File: src/rtl/crc_pkg.sv
// Shared types and helpers for the streaming CRC engine.
package crc_pkg;

  typedef enum logic [1:0] {
    IDLE  = 2'd0,
    SHIFT = 2'd1,
    DONE  = 2'd2
  } state_e;

  // Reverses the low w bits of x; result lands in the low w bits.
  function automatic logic [31:0] bit_rev(
    input logic [31:0] x,
    input int          w
  );
    logic [31:0] r;
    int          j;
    r = '0;
    for (int i = 0; i < 32; i++) begin
      j = w - 1 - i;
      if (j >= 0) r[i] = x[j[4:0]];
    end
    return r;
  endfunction

endpackage

File: src/rtl/crc_stream_if.sv
// Valid/ready word stream feeding the CRC engine.
interface crc_stream_if #(
  parameter int DATA_W = 8
) ();
  logic              in_valid;
  logic              in_ready;
  logic [DATA_W-1:0] in_data;
  logic              in_last;

  modport master (
    output in_valid,
    output in_data,
    output in_last,
    input  in_ready
  );

  modport slave (
    input  in_valid,
    input  in_data,
    input  in_last,
    output in_ready
  );
endinterface

File: src/rtl/crc_step.sv
// Combinational BPC-bit CRC update, MSB of i_bits enters first.
module crc_step #(
  parameter int               CRC_W = 8,
  parameter int               BPC   = 1,
  parameter logic [CRC_W-1:0] POLY  = CRC_W'(7)
) (
  input  logic [CRC_W-1:0] i_acc,
  input  logic [BPC-1:0]   i_bits,
  output logic [CRC_W-1:0] o_acc
);

  logic [CRC_W-1:0] w_a;
  logic             w_fb;

  always_comb begin
    w_a  = i_acc;
    w_fb = 1'b0;
    for (int k = BPC - 1; k >= 0; k--) begin
      w_fb = w_a[CRC_W-1] ^ i_bits[k];
      w_a  = {w_a[CRC_W-2:0], 1'b0}
           ^ (w_fb ? POLY : '0);
    end
    o_acc = w_a;
  end

endmodule

File: src/rtl/crc_stream.sv
// Streaming CRC: accepts a word, shifts it in BPC bits
// per cycle, and publishes the frame CRC on in_last.
module crc_stream
  import crc_pkg::*;
#(
  parameter int          CRC_W       = 8,
  parameter int          DATA_W      = 8,
  parameter int          BPC         = 1,
  parameter logic [31:0] POLY        = 32'h07,
  parameter logic [31:0] INIT        = 32'h0,
  parameter logic [31:0] XOR_OUT     = 32'h0,
  parameter bit          REFLECT_IN  = 1'b0,
  parameter bit          REFLECT_OUT = 1'b0
) (
  input  logic             clk,
  input  logic             rst_n,
  input  logic             clr,
  crc_stream_if.slave      s_in,
  output logic [CRC_W-1:0] crc,
  output logic             crc_valid,
  output logic             busy
);

  localparam int STEPS = DATA_W / BPC;
  localparam int CNT_W = (STEPS > 1) ? $clog2(STEPS) : 1;
  localparam logic [CNT_W-1:0] LAST_CNT = CNT_W'(STEPS - 1);
  localparam logic [CRC_W-1:0] P = POLY[CRC_W-1:0];
  localparam logic [CRC_W-1:0] I = INIT[CRC_W-1:0];
  localparam logic [CRC_W-1:0] X = XOR_OUT[CRC_W-1:0];

  state_e            r_state;
  state_e            w_next;
  logic [CRC_W-1:0]  r_acc;
  logic [CRC_W-1:0]  r_crc;
  logic [CRC_W-1:0]  w_acc_step;
  logic [CRC_W-1:0]  w_res;
  logic [DATA_W-1:0] r_data;
  logic [DATA_W-1:0] w_din;
  logic [CNT_W-1:0]  r_cnt;
  logic              r_last;
  logic              r_live;
  logic              r_valid;
  logic              w_ready;
  logic              w_accept;
  logic              w_final;

  // LSB-first feed is done by reversing once at accept time.
  assign w_din = REFLECT_IN
    ? DATA_W'(bit_rev(32'(s_in.in_data), DATA_W))
    : s_in.in_data;

  assign w_res = (REFLECT_OUT
    ? CRC_W'(bit_rev(32'(r_acc), CRC_W))
    : r_acc) ^ X;

  assign w_accept      = s_in.in_valid & w_ready;
  assign w_final       = (r_cnt == LAST_CNT);
  assign s_in.in_ready = w_ready;
  assign crc           = r_crc;
  assign crc_valid     = r_valid;

  crc_step #(
    .CRC_W (CRC_W),
    .BPC   (BPC),
    .POLY  (P)
  ) u_step (
    .i_acc  (r_acc),
    .i_bits (r_data[DATA_W-1 -: BPC]),
    .o_acc  (w_acc_step)
  );

  always_ff @(posedge clk or negedge rst_n) begin
    if (!rst_n) r_state <= IDLE;
    else        r_state <= w_next;
  end

  always_comb begin
    w_next = r_state;
    if (clr) begin
      w_next = IDLE;
    end else begin
      unique case (r_state)
        IDLE:    if (w_accept) w_next = SHIFT;
        SHIFT:   if (w_final)
                   w_next = r_last ? DONE : IDLE;
        DONE:    w_next = IDLE;
        default: w_next = IDLE;
      endcase
    end
  end

  // r_live holds in_ready low until the first edge out of reset.
  always_comb begin
    w_ready = 1'b0;
    busy    = 1'b1;
    unique case (r_state)
      IDLE: begin
        w_ready = r_live & ~clr;
        busy    = 1'b0;
      end
      default: ;
    endcase
  end

  always_ff @(posedge clk or negedge rst_n) begin
    if (!rst_n) begin
      r_acc   <= I;
      r_cnt   <= '0;
      r_crc   <= '0;
      r_valid <= 1'b0;
      r_data  <= '0;
      r_last  <= 1'b0;
      r_live  <= 1'b0;
    end else begin
      r_live  <= 1'b1;
      r_valid <= 1'b0;
      if (clr) begin
        r_acc <= I;
        r_cnt <= '0;
      end else begin
        unique case (r_state)
          IDLE: if (w_accept) begin
            r_data <= w_din;
            r_last <= s_in.in_last;
            r_cnt  <= '0;
          end
          SHIFT: begin
            r_acc  <= w_acc_step;
            r_data <= r_data << BPC;
            r_cnt  <= w_final ? '0 : r_cnt + 1'b1;
          end
          DONE: begin
            r_crc   <= w_res;
            r_valid <= 1'b1;
            r_acc   <= I;
          end
          default: ;
        endcase
      end
    end
  end

endmodule

File: src/flat_wrapper.sv
// flat-port wrapper written by rule: the top's interface ports become plain ports
module crc_stream_flat import crc_pkg::*;
#(
  parameter int          CRC_W       = 8,
  parameter int          DATA_W      = 8,
  parameter int          BPC         = 1,
  parameter logic [31:0] POLY        = 32'h07,
  parameter logic [31:0] INIT        = 32'h0,
  parameter logic [31:0] XOR_OUT     = 32'h0,
  parameter bit          REFLECT_IN  = 1'b0,
  parameter bit          REFLECT_OUT = 1'b0
)
  (clk, rst_n, clr, crc, crc_valid, busy, s_in_in_valid, s_in_in_data, s_in_in_last, s_in_in_ready);
  crc_stream_if #(.DATA_W(DATA_W)) s_in_i ();
  input  logic clk;
  input  logic rst_n;
  input  logic clr;
  output logic [CRC_W-1:0] crc;
  output logic crc_valid;
  output logic busy;
  input wire logic [$bits(s_in_i.in_valid)-1:0] s_in_in_valid;
  input wire logic [$bits(s_in_i.in_data)-1:0] s_in_in_data;
  input wire logic [$bits(s_in_i.in_last)-1:0] s_in_in_last;
  output wire logic [$bits(s_in_i.in_ready)-1:0] s_in_in_ready;
  assign s_in_i.in_valid = s_in_in_valid;
  assign s_in_i.in_data = s_in_in_data;
  assign s_in_i.in_last = s_in_in_last;
  assign s_in_in_ready = s_in_i.in_ready;
  crc_stream #(.CRC_W(CRC_W), .DATA_W(DATA_W), .BPC(BPC), .POLY(POLY), .INIT(INIT), .XOR_OUT(XOR_OUT), .REFLECT_IN(REFLECT_IN), .REFLECT_OUT(REFLECT_OUT)) u_core (.clk(clk), .rst_n(rst_n), .clr(clr), .s_in(s_in_i), .crc(crc), .crc_valid(crc_valid), .busy(busy));
endmodule
File: config.mk
export PLATFORM = sky130hd
export DESIGN_NAME = crc_stream_flat
export DESIGN_NICKNAME = d
export VERILOG_FILES = /design/src/rtl/crc_pkg.sv /design/src/rtl/crc_stream_if.sv /design/src/rtl/crc_step.sv /design/src/rtl/crc_stream.sv /design/src/flat_wrapper.sv
export SDC_FILE = /design/constraint.sdc
export NUM_CORES = 1
export LEC_CHECK = 0
export BUFFER_PORTS_ARGS = -buffer_cell sky130_fd_sc_hd__buf_2
export CORE_ASPECT_RATIO = 0.5
export CORE_MARGIN = 10
export CORE_UTILIZATION = 35
export DETAILED_ROUTE_END_ITERATION = 7
export PLACE_DENSITY_LB_ADDON = 0.15
export SYNTH_ARGS = -nofsm -noshare
export SYNTH_HDL_FRONTEND = slang
export SYNTH_SLANG_ARGS = --single-unit
File: constraint.sdc
create_clock -name clk -period 2.5 [get_ports clk]
set_clock_uncertainty 0.05 [all_clocks]
set_input_delay 0.5 -clock clk [delete_from_list [all_inputs] [get_ports clk]]
set_output_delay 0.5 -clock clk [all_outputs]
set_load 0.1 [all_outputs]
==> summary.md, run 1 <==
| Metric | Value |
|---|---|
| CTS tree | built |
| Tcrit/Tclk final | 86.8% |
| Crit Path Max Fanout | 9 |
| Initial antenna violation count | 0 |
| Routed WL per cell | 13.9 um |
| ANT cells | 0 |
| Worst path max stage delay | 0.53 ns |
| Total Wirelength | 2460 um |
| Drt pass-1 iters | 4 |
| WP data arrival | 1.62 ns |
| CTS root buf | clkbuf_8 |
| 1st-iter DRT viols | 35 |
| Avg Cell Area, Syn | 15.3 um2 |
| Max Root-Sink Buffers | 2 |
| Vias in the first global route | 850 |
| Netlist cell types | 25 |
| Vias per cell | 4.59 |
| IO Port Bufs | 23 |
| PD cells | 664 nW/um2 |
| Mapped Area | 1440 um2 |
| Die area | 7220 um2 |
| Slew HR | 52.9% |
| Fill count | 377 |
| Core ar. | 3920 um2 |
| Post-DP HPWL | 1730 um |
| CTS H-Tree Depth | 2 |
| Initial cell density of the core | 36.6% |
| Worst Setup Start Kind | flop |
| Total congestion overflow | 0 |
| Total negative slack | 0 ns |
| Cells after Synth | 94 |
| RSZ-0062 raised after global routing | no |
| Area grow syn2layout | 18.0% |
| VDD IR-drop max | 284 uV |
| Register area share after synthesis | 55.8% |
| Status | finished, final reports clean |
| DIE HEIGHT | 65.3 um |
| Leakage | 0.000857 uW |
| Final nets | 137 |
| Global-route usage over all layers | 7.21% |
| CP max stage cell | dfrtp_1 |
| Hold Path Class | primary input to asynchronous set/reset pin |
| Setup Fix Bufs, Post-CTS | 0 |
| Crit path required time | 1.95 ns |
| Num CTS Buffers | 5 |
| Highest Clock Rate | 461 MHz |
| Post-synth EDFFs | 0 |
| Clock Latency Late Sink | 0.28 ns |
| Mux contribution to synthesized area | 20.7% |
| Max Slew Vio Count | 0 |
| Cells along the critical path | nor4b_4 -> buf_2 |
| Ys flop type | dfrtp_1 |
| Commonest non-fill, non-tap cells in the layout | 32 x dfrtp_1, 23 x buf_2, 17 x mux2_2 |
| Synthesized Nets | 109 |
| Simple logic cell fraction of the synthesized area | 7.76% |
| Leading cell type in the layout, fill and taps excluded | dfrtp_1 |
| Clock sink count | 32 |
| Buf+Inv Stages, Crit Path | 1 |
| Final worst slack | 0.331 ns |
| DR vias | 812 |
| CTS Hold Bufs | 0 |
| Rows | 16 |
| CTS resizes | 0 |
| Final Hold Fails | 0 |
| Setup violations, final | 0 |
| Worst slew pin tran | 0.706 ns |
| Largest family of logic cells by synthesized area | multiplexers |
| Synth Area in Compound Gates | 9.42% |
| CP Capture Type | output port |
| Pin count of the biggest net entering global routing | 33 |
| Routability cong. | 0.708 |
| Die Width | 111 um |
| Final ANT Viol Nets | 0 |
| Ports | 24 |
| Layout cells sized above 1 | 52.0% |
| WS Path Type | flop to output port |
| FF+latch count, synth | 32 |
| Pre-CTS setup slack | 0.564 ns |
| Min Clock Period, post-route | 2.17 ns |
| Reg clk slew, reported paths | 0.06 ns |
| Post-synth ARST share | 100% |
| CP delay by family, top | flip-flops |
| Post-route DRC violation count | 0 |
| Synth warnings | 0 |
| Maxcap violations | 0 |
| Adder-cell share of the synthesized area | 1.74% |
| First-pass GRT wire length | 4200 um |
| XOR/XNOR share of the synthesized area | 1.83% |
==> cells in the mapped netlist (2+ instances only) <==
| cell type | count | area share (%) |
|---|---|---|
| a22o_1 | 9 | 5.5 |
| mux2_4 | 7 | 7.3 |
| dfrtp_1 | 32 | 56 |
| ha_1 | 2 | 1.7 |
| xor2_1 | 3 | 1.8 |
| buf_2 | 2 | 0.70 |
| nor3b_1 | 2 | 1.0 |
| nand2_1 | 3 | 0.78 |
| mux2_2 | 17 | 13 |
| buf_6 | 2 | 1.6 |
==> metal layers <==
metal / track usage (%) / share of wire (%)
met1: 8.87 / 51
met2: 10.1 / 42
met3: 3.62 / 5.9
met4: 3.87 / 1.4
met5: 0 / 0
==> worst reg2reg max path: stages (launching register included) <==
cell and delay (ns):
dfrtp_1 0.53, nor2b_4 0.34, mux2_4 0.33, mux2_2 0.26
==> registers in the layout, indices dropped and copies added (netlist names) <==
signal / count
u_core.crc_valid: 1
u_core.crc: 8
u_core.r_live: 1
u_core.r_cnt: 3
u_core.r_data: 8
u_core.r_last: 1
u_core.r_state: 2
u_core.r_acc: 8
==> worst paths after layout <==
| path | from | endpoint | slack, ns | cells past startpoint |
|---|---|---|---|---|
| worst max-delay path | u_core.r_state[1]$_DFFE_PN0P_ | s_in_in_ready | 0.33 | 2 |
| worst min-delay path | rst_n | u_core.r_data[3]$_DFFE_PN0P_ | 0.22 | 1 |
| worst max register to register | u_core.r_state[1]$_DFFE_PN0P_ | u_core.r_data[2]$_DFFE_PN0P_ | 0.88 | 3 |
| worst min register to register | u_core.crc[4]$_DFFE_PN0P_ | u_core.crc[4]$_DFFE_PN0P_ | 0.45 | 1 |
| max in group asynchronous | rst_n | u_core.r_acc[4]$_DFFE_PN0P_ | 1.73 | 1 |
| min in group clk | s_in_in_data[0] | u_core.r_data[0]$_DFFE_PN0P_ | 0.40 | 2 |
==> power breakdown <==
group / internal, uW / total [uW] / switching (uW)
logic: 72.4 / 136 / 63.4
clock network: 219 / 408 / 188
registers: 559 / 581 / 21.8
total: 851 / 1120 / 273
==> layout make-up <==
cell class	instances	area (um2)	share of cell area, %
inverter	1	3.75	0.222
multi-input combinational	57	598	35.3
timing repair buffer	25	130	7.69
tap	54	67.6	3.99
clock inverter	2	10.0	0.591
clock buffer	6	82.6	4.88
sequential	32	801	47.3
==> stage by stage <==
step | cell area [um2] | total power, uW | std cells | hold slack, ns | util [%]
after detailed placement | 1600 | 731 | 169 | 0.441 | 40.8
after global placement | 1600 | 728 | 169 | 0.433 | 40.8
final | 1690 | 1120 | 177 | 0.215 | 43.1
after global routing | 1690 | 1190 | 177 | 0.277 | 43.1
after CTS | 1690 | 1150 | 177 | 0.240 | 43.1
after floorplan | 1440 | 692 | 94 | 0.154 | -
==> cells by family after synthesis <==
| kind of cell | Yosys count |
|---|---|
| DFF | 32 |
| xor gates and xnor gates | 3 |
| AOI/OAI and AO/OA | 15 |
| muxes | 24 |
| adders and majority gates | 2 |
| other | 1 |
| buffers and inverters | 5 |
| and+or+nand+nor | 12 |
No activity file was read; power rests on OpenSTA's default activity.
==> run 2: changes to the inputs <==
ABC_AREA = 1   (was not set)
==> run 2 against run 1 <==
  * Die area is 1.4% higher
  * Highest routed layer unchanged
  * Total power rose by 15%
  * Register-to-register slack better by 0.05 ns
  * Sequential power rose by 2%
  * Worst setup slack got worse by 0.025 ns
  * Largest cell class unchanged
  * Count of clock-buffer cells in the layout shrank 1
  * Cell count grew 41%
==> summary.md, run 2 <==
| Metric | Value |
|---|---|
| Area grow syn2layout | 18.6% |
| Worst path max stage delay | 0.46 ns (-0.07 ns) |
| Setup violations, final | 0 (unchanged) |
| Final nets | 210 (+53%) |
| Commonest non-fill, non-tap cells in the layout | 63 x nand2_1, 32 x dfrtp_1, 23 x buf_2 |
| Post-route DRC violation count | 0 (unchanged) |
| Synthesized Nets | 183 (+68%) |
| Internal Power | 918 uW (+7.9%) |
| Drt pass-1 iters | 4 (unchanged) |
| Worst slew pin tran | 0.719 ns (+0.0126 ns) |
| Hold_ws | 0.215 ns (+0.000203 ns) |
| ANT cells | 0 (unchanged) |
| Multi-input logic area | 572 um2 (-4.4%) |
| Mapped Area | 1460 um2 (+1.9%) |
| RSZ-0062 raised after global routing | no |
| Post-DP HPWL | 2140 um (+24%) |
| CTS tree | built |
| Setup Fix Bufs, Post-CTS | 0 (unchanged) |
| Global-route usage over all layers | 8.87% (+1.7 points) |
| Register Area | 801 um2 (unchanged) |
| WP data arrival | 1.64 ns (+0.02 ns) |
| Cells along the critical path | nor2_1 -> inv_1 -> nor3_4 -> buf_2 |
| CP delay by family, top | buffers and inverters |
| Num CTS Buffers | 5 (unchanged) |
| Combinational share of power | 15.3% (+3.2 points) |
| Ports | 24 (unchanged) |
| Min Clock Period, post-route | 2.19 ns (+0.0255 ns) |
| Top-count cell post-synth | nand2_1 |
| Leakage | 0.000935 uW (+9.1%) |
| DIE HEIGHT | 65.7 um (+0.66%) |
| CTS root buf | clkbuf_8 |
| Rows | 16 (unchanged) |
| Max Root-Sink Buffers | 2 (unchanged) |
| Most Crowded Layer GR | met2 |
| Biggest area consumer among synthesized cells | dfrtp_1 |
| Layout cells sized above 1 | 20.9% (-31 points) |
| Maxcap violations | 0 (unchanged) |
| Total negative slack | 0 ns (unchanged) |
| CP max stage cell | dfrtp_1 |
| Post-route cell area | 1730 um2 (+2.4%) |
| Pre-CTS setup slack | 0.614 ns (+0.0497 ns) |
| Die Width | 111 um (+0.78%) |
| Cells after Synth | 168 (+79%) |
| Buf+Inv Stages, Crit Path | 2 (+1) |
| Synth area leaders | dfrtp_1 55%, nand2_1 16%, nand3_1 6.2% |
| VDD IR-drop max | 387 uV (+36%) |
| Final Hold Fails | 0 (unchanged) |
| CTS Hold Bufs | 0 (unchanged) |
| Highest Clock Rate | 456 MHz (-1.2%) |
| Worst Setup Start Kind | flop |
| Register area share after synthesis | 54.7% (-1.1 points) |
| Final ANT Viol Nets | 0 (unchanged) |
| Avg Cell Area, Syn | 8.71 um2 (-43%) |
| Vias per cell | 4.66 (+1.6%) |
| FF+latch count, synth | 32 (unchanged) |
| Met2 Use GR | 12.6% (+2.5 points) |
| Flop pwr share | 46.1% (-5.6 points) |
| Synth top area share | 54.7% (-1.1 points) |
| CTS resizes | 0 (unchanged) |
| Crit Path Max Fanout | 5 (-4) |
| Total Wirelength | 3090 um (+26%) |
| Clock Latency Late Sink | 0.29 ns (about the same) |
| DP Area | 1620 um2 (+1.4%) |
| Die area | 7320 um2 (+1.4%) |
| DR vias | 1165 (+43%) |
| Status | finished, final reports clean |
| Routed WL per cell | 12.4 um (-11%) |
| PD cells | 745 nW/um2 (+12%) |
| Leading cell type in the layout, fill and taps excluded | nand2_1 |
| Ys flop type | dfrtp_1 |
| Max Slew Vio Count | 0 (unchanged) |
| WS Path Type | flop to output port |
| Core ar. | 3960 um2 (+1.0%) |
| GRT met1 Usage | 10.8% (+1.9 points) |
| First-pass GRT wire length | 5260 um (+25%) |
| Synth warnings | 0 (unchanged) |
| Final worst slack | 0.305 ns (-0.0255 ns) |
| CTS H-Tree Depth | 2 (unchanged) |
| Tcrit/Tclk final | 87.8% (+1.0 points) |
| Post-synth EDFFs | 0 (unchanged) |
| Routability cong. | 0.740 (+4.6%) |
| IO Port Bufs | 23 (unchanged) |
| Pin count of the biggest net entering global routing | 33 (unchanged) |
| Reg clk slew, reported paths | 0.07 ns (about the same) |
| Clock sink count | 32 (unchanged) |
| Hold Path Class | primary input to asynchronous set/reset pin |
| Sw frac | 28.9% (+4.6 points) |
| Initial cell density of the core | 36.9% (+0.33 points) |
| Netlist cell types | 17 (-32%) |
| Vias in the first global route | 1135 (+34%) |
| Crit path required time | 1.95 ns (about the same) |
| Clock Power Share | 38.6% (+2.4 points) |
| P_sw | 373 uW (+37%) |
| 1st-iter DRT viols | 41 (+17%) |
| Commonest cells in the netlist | 63 x nand2_1, 32 x dfrtp_1, 18 x nand3_1 |
| Total congestion overflow | 0 (unchanged) |
| Initial antenna violation count | 0 (unchanged) |
| Post-synth ARST share | 100% (unchanged) |
| CP Capture Type | output port |
| Met3 track demand over resource | 3.89% (+0.27 points) |
| Slew HR | 52.1% (-0.84 points) |
| Fill count | 418 (+11%) |
## run 2: cells by family after synthesis
logic type	after synthesis	share of synthesized area, %
AOI/OAI and AO/OA	16	5.90
adders and majority gates	2	1.71
buffers and inverters	21	6.93
DFF	32	54.7
other	1	0.256
and+or+nand+nor	96	30.5
## run 2: area by class of cell
cell class / instances / area share [%]
clock inverters: 3 / 2.45
repair buffers: 23 / 6.64
well taps: 54 / 3.90
inverters: 18 / 3.90
flip-flops and latches: 32 / 46.2
clock buffers: 5 / 3.97
multi-input cells: 115 / 33.0
## run 2: path summary, 6_finish.rpt
path / from / endpoint / slack, ns / depth (start not counted)
min in group clk: s_in_in_last / u_core.r_last$_DFFE_PN0P_ / 0.43 / 3
max: u_core.r_state[1]$_DFFE_PN0P_ / s_in_in_ready / 0.31 / 4
min reg2reg: u_core.crc[0]$_DFFE_PN0P_ / u_core.crc[0]$_DFFE_PN0P_ / 0.43 / 2
max reg2reg: u_core.r_state[1]$_DFFE_PN0P_ / u_core.r_data[3]$_DFFE_PN0P_ / 0.93 / 5
max in group asynchronous: rst_n / u_core.r_acc[1]$_DFFE_PN0P_ / 1.73 / 1
min: rst_n / u_core.r_cnt[2]$_DFFE_PN0P_ / 0.22 / 1
## run 2: per-layer routing
metal | part of all wire [%] | wire (um)
met2 | 41 | 1260
met5 | 0 | 0
met4 | 2.1 | 65
met1 | 50 | 1550
met3 | 6.9 | 214
## run 2: stage by stage
| step | instances | power (uW) | utilization (%) |
|---|---|---|---|
| floorplan | 168 | 750 | - |
| global placement | 242 | 797 | 40.9 |
| detailed placement | 242 | 803 | 40.9 |
| CTS | 250 | 1310 | 43.8 |
| global route | 250 | 1360 | 43.8 |
| finish | 250 | 1290 | 43.8 |
## run 2: power groups by stage
stage	Clock, uW	Sequential (uW)	Combinational, uW
after global routing	534	601	225
after global placement	0	603	194
after CTS	511	595	200
after detailed placement	0	604	199
after floorplan	0	615	134
final	499	595	198
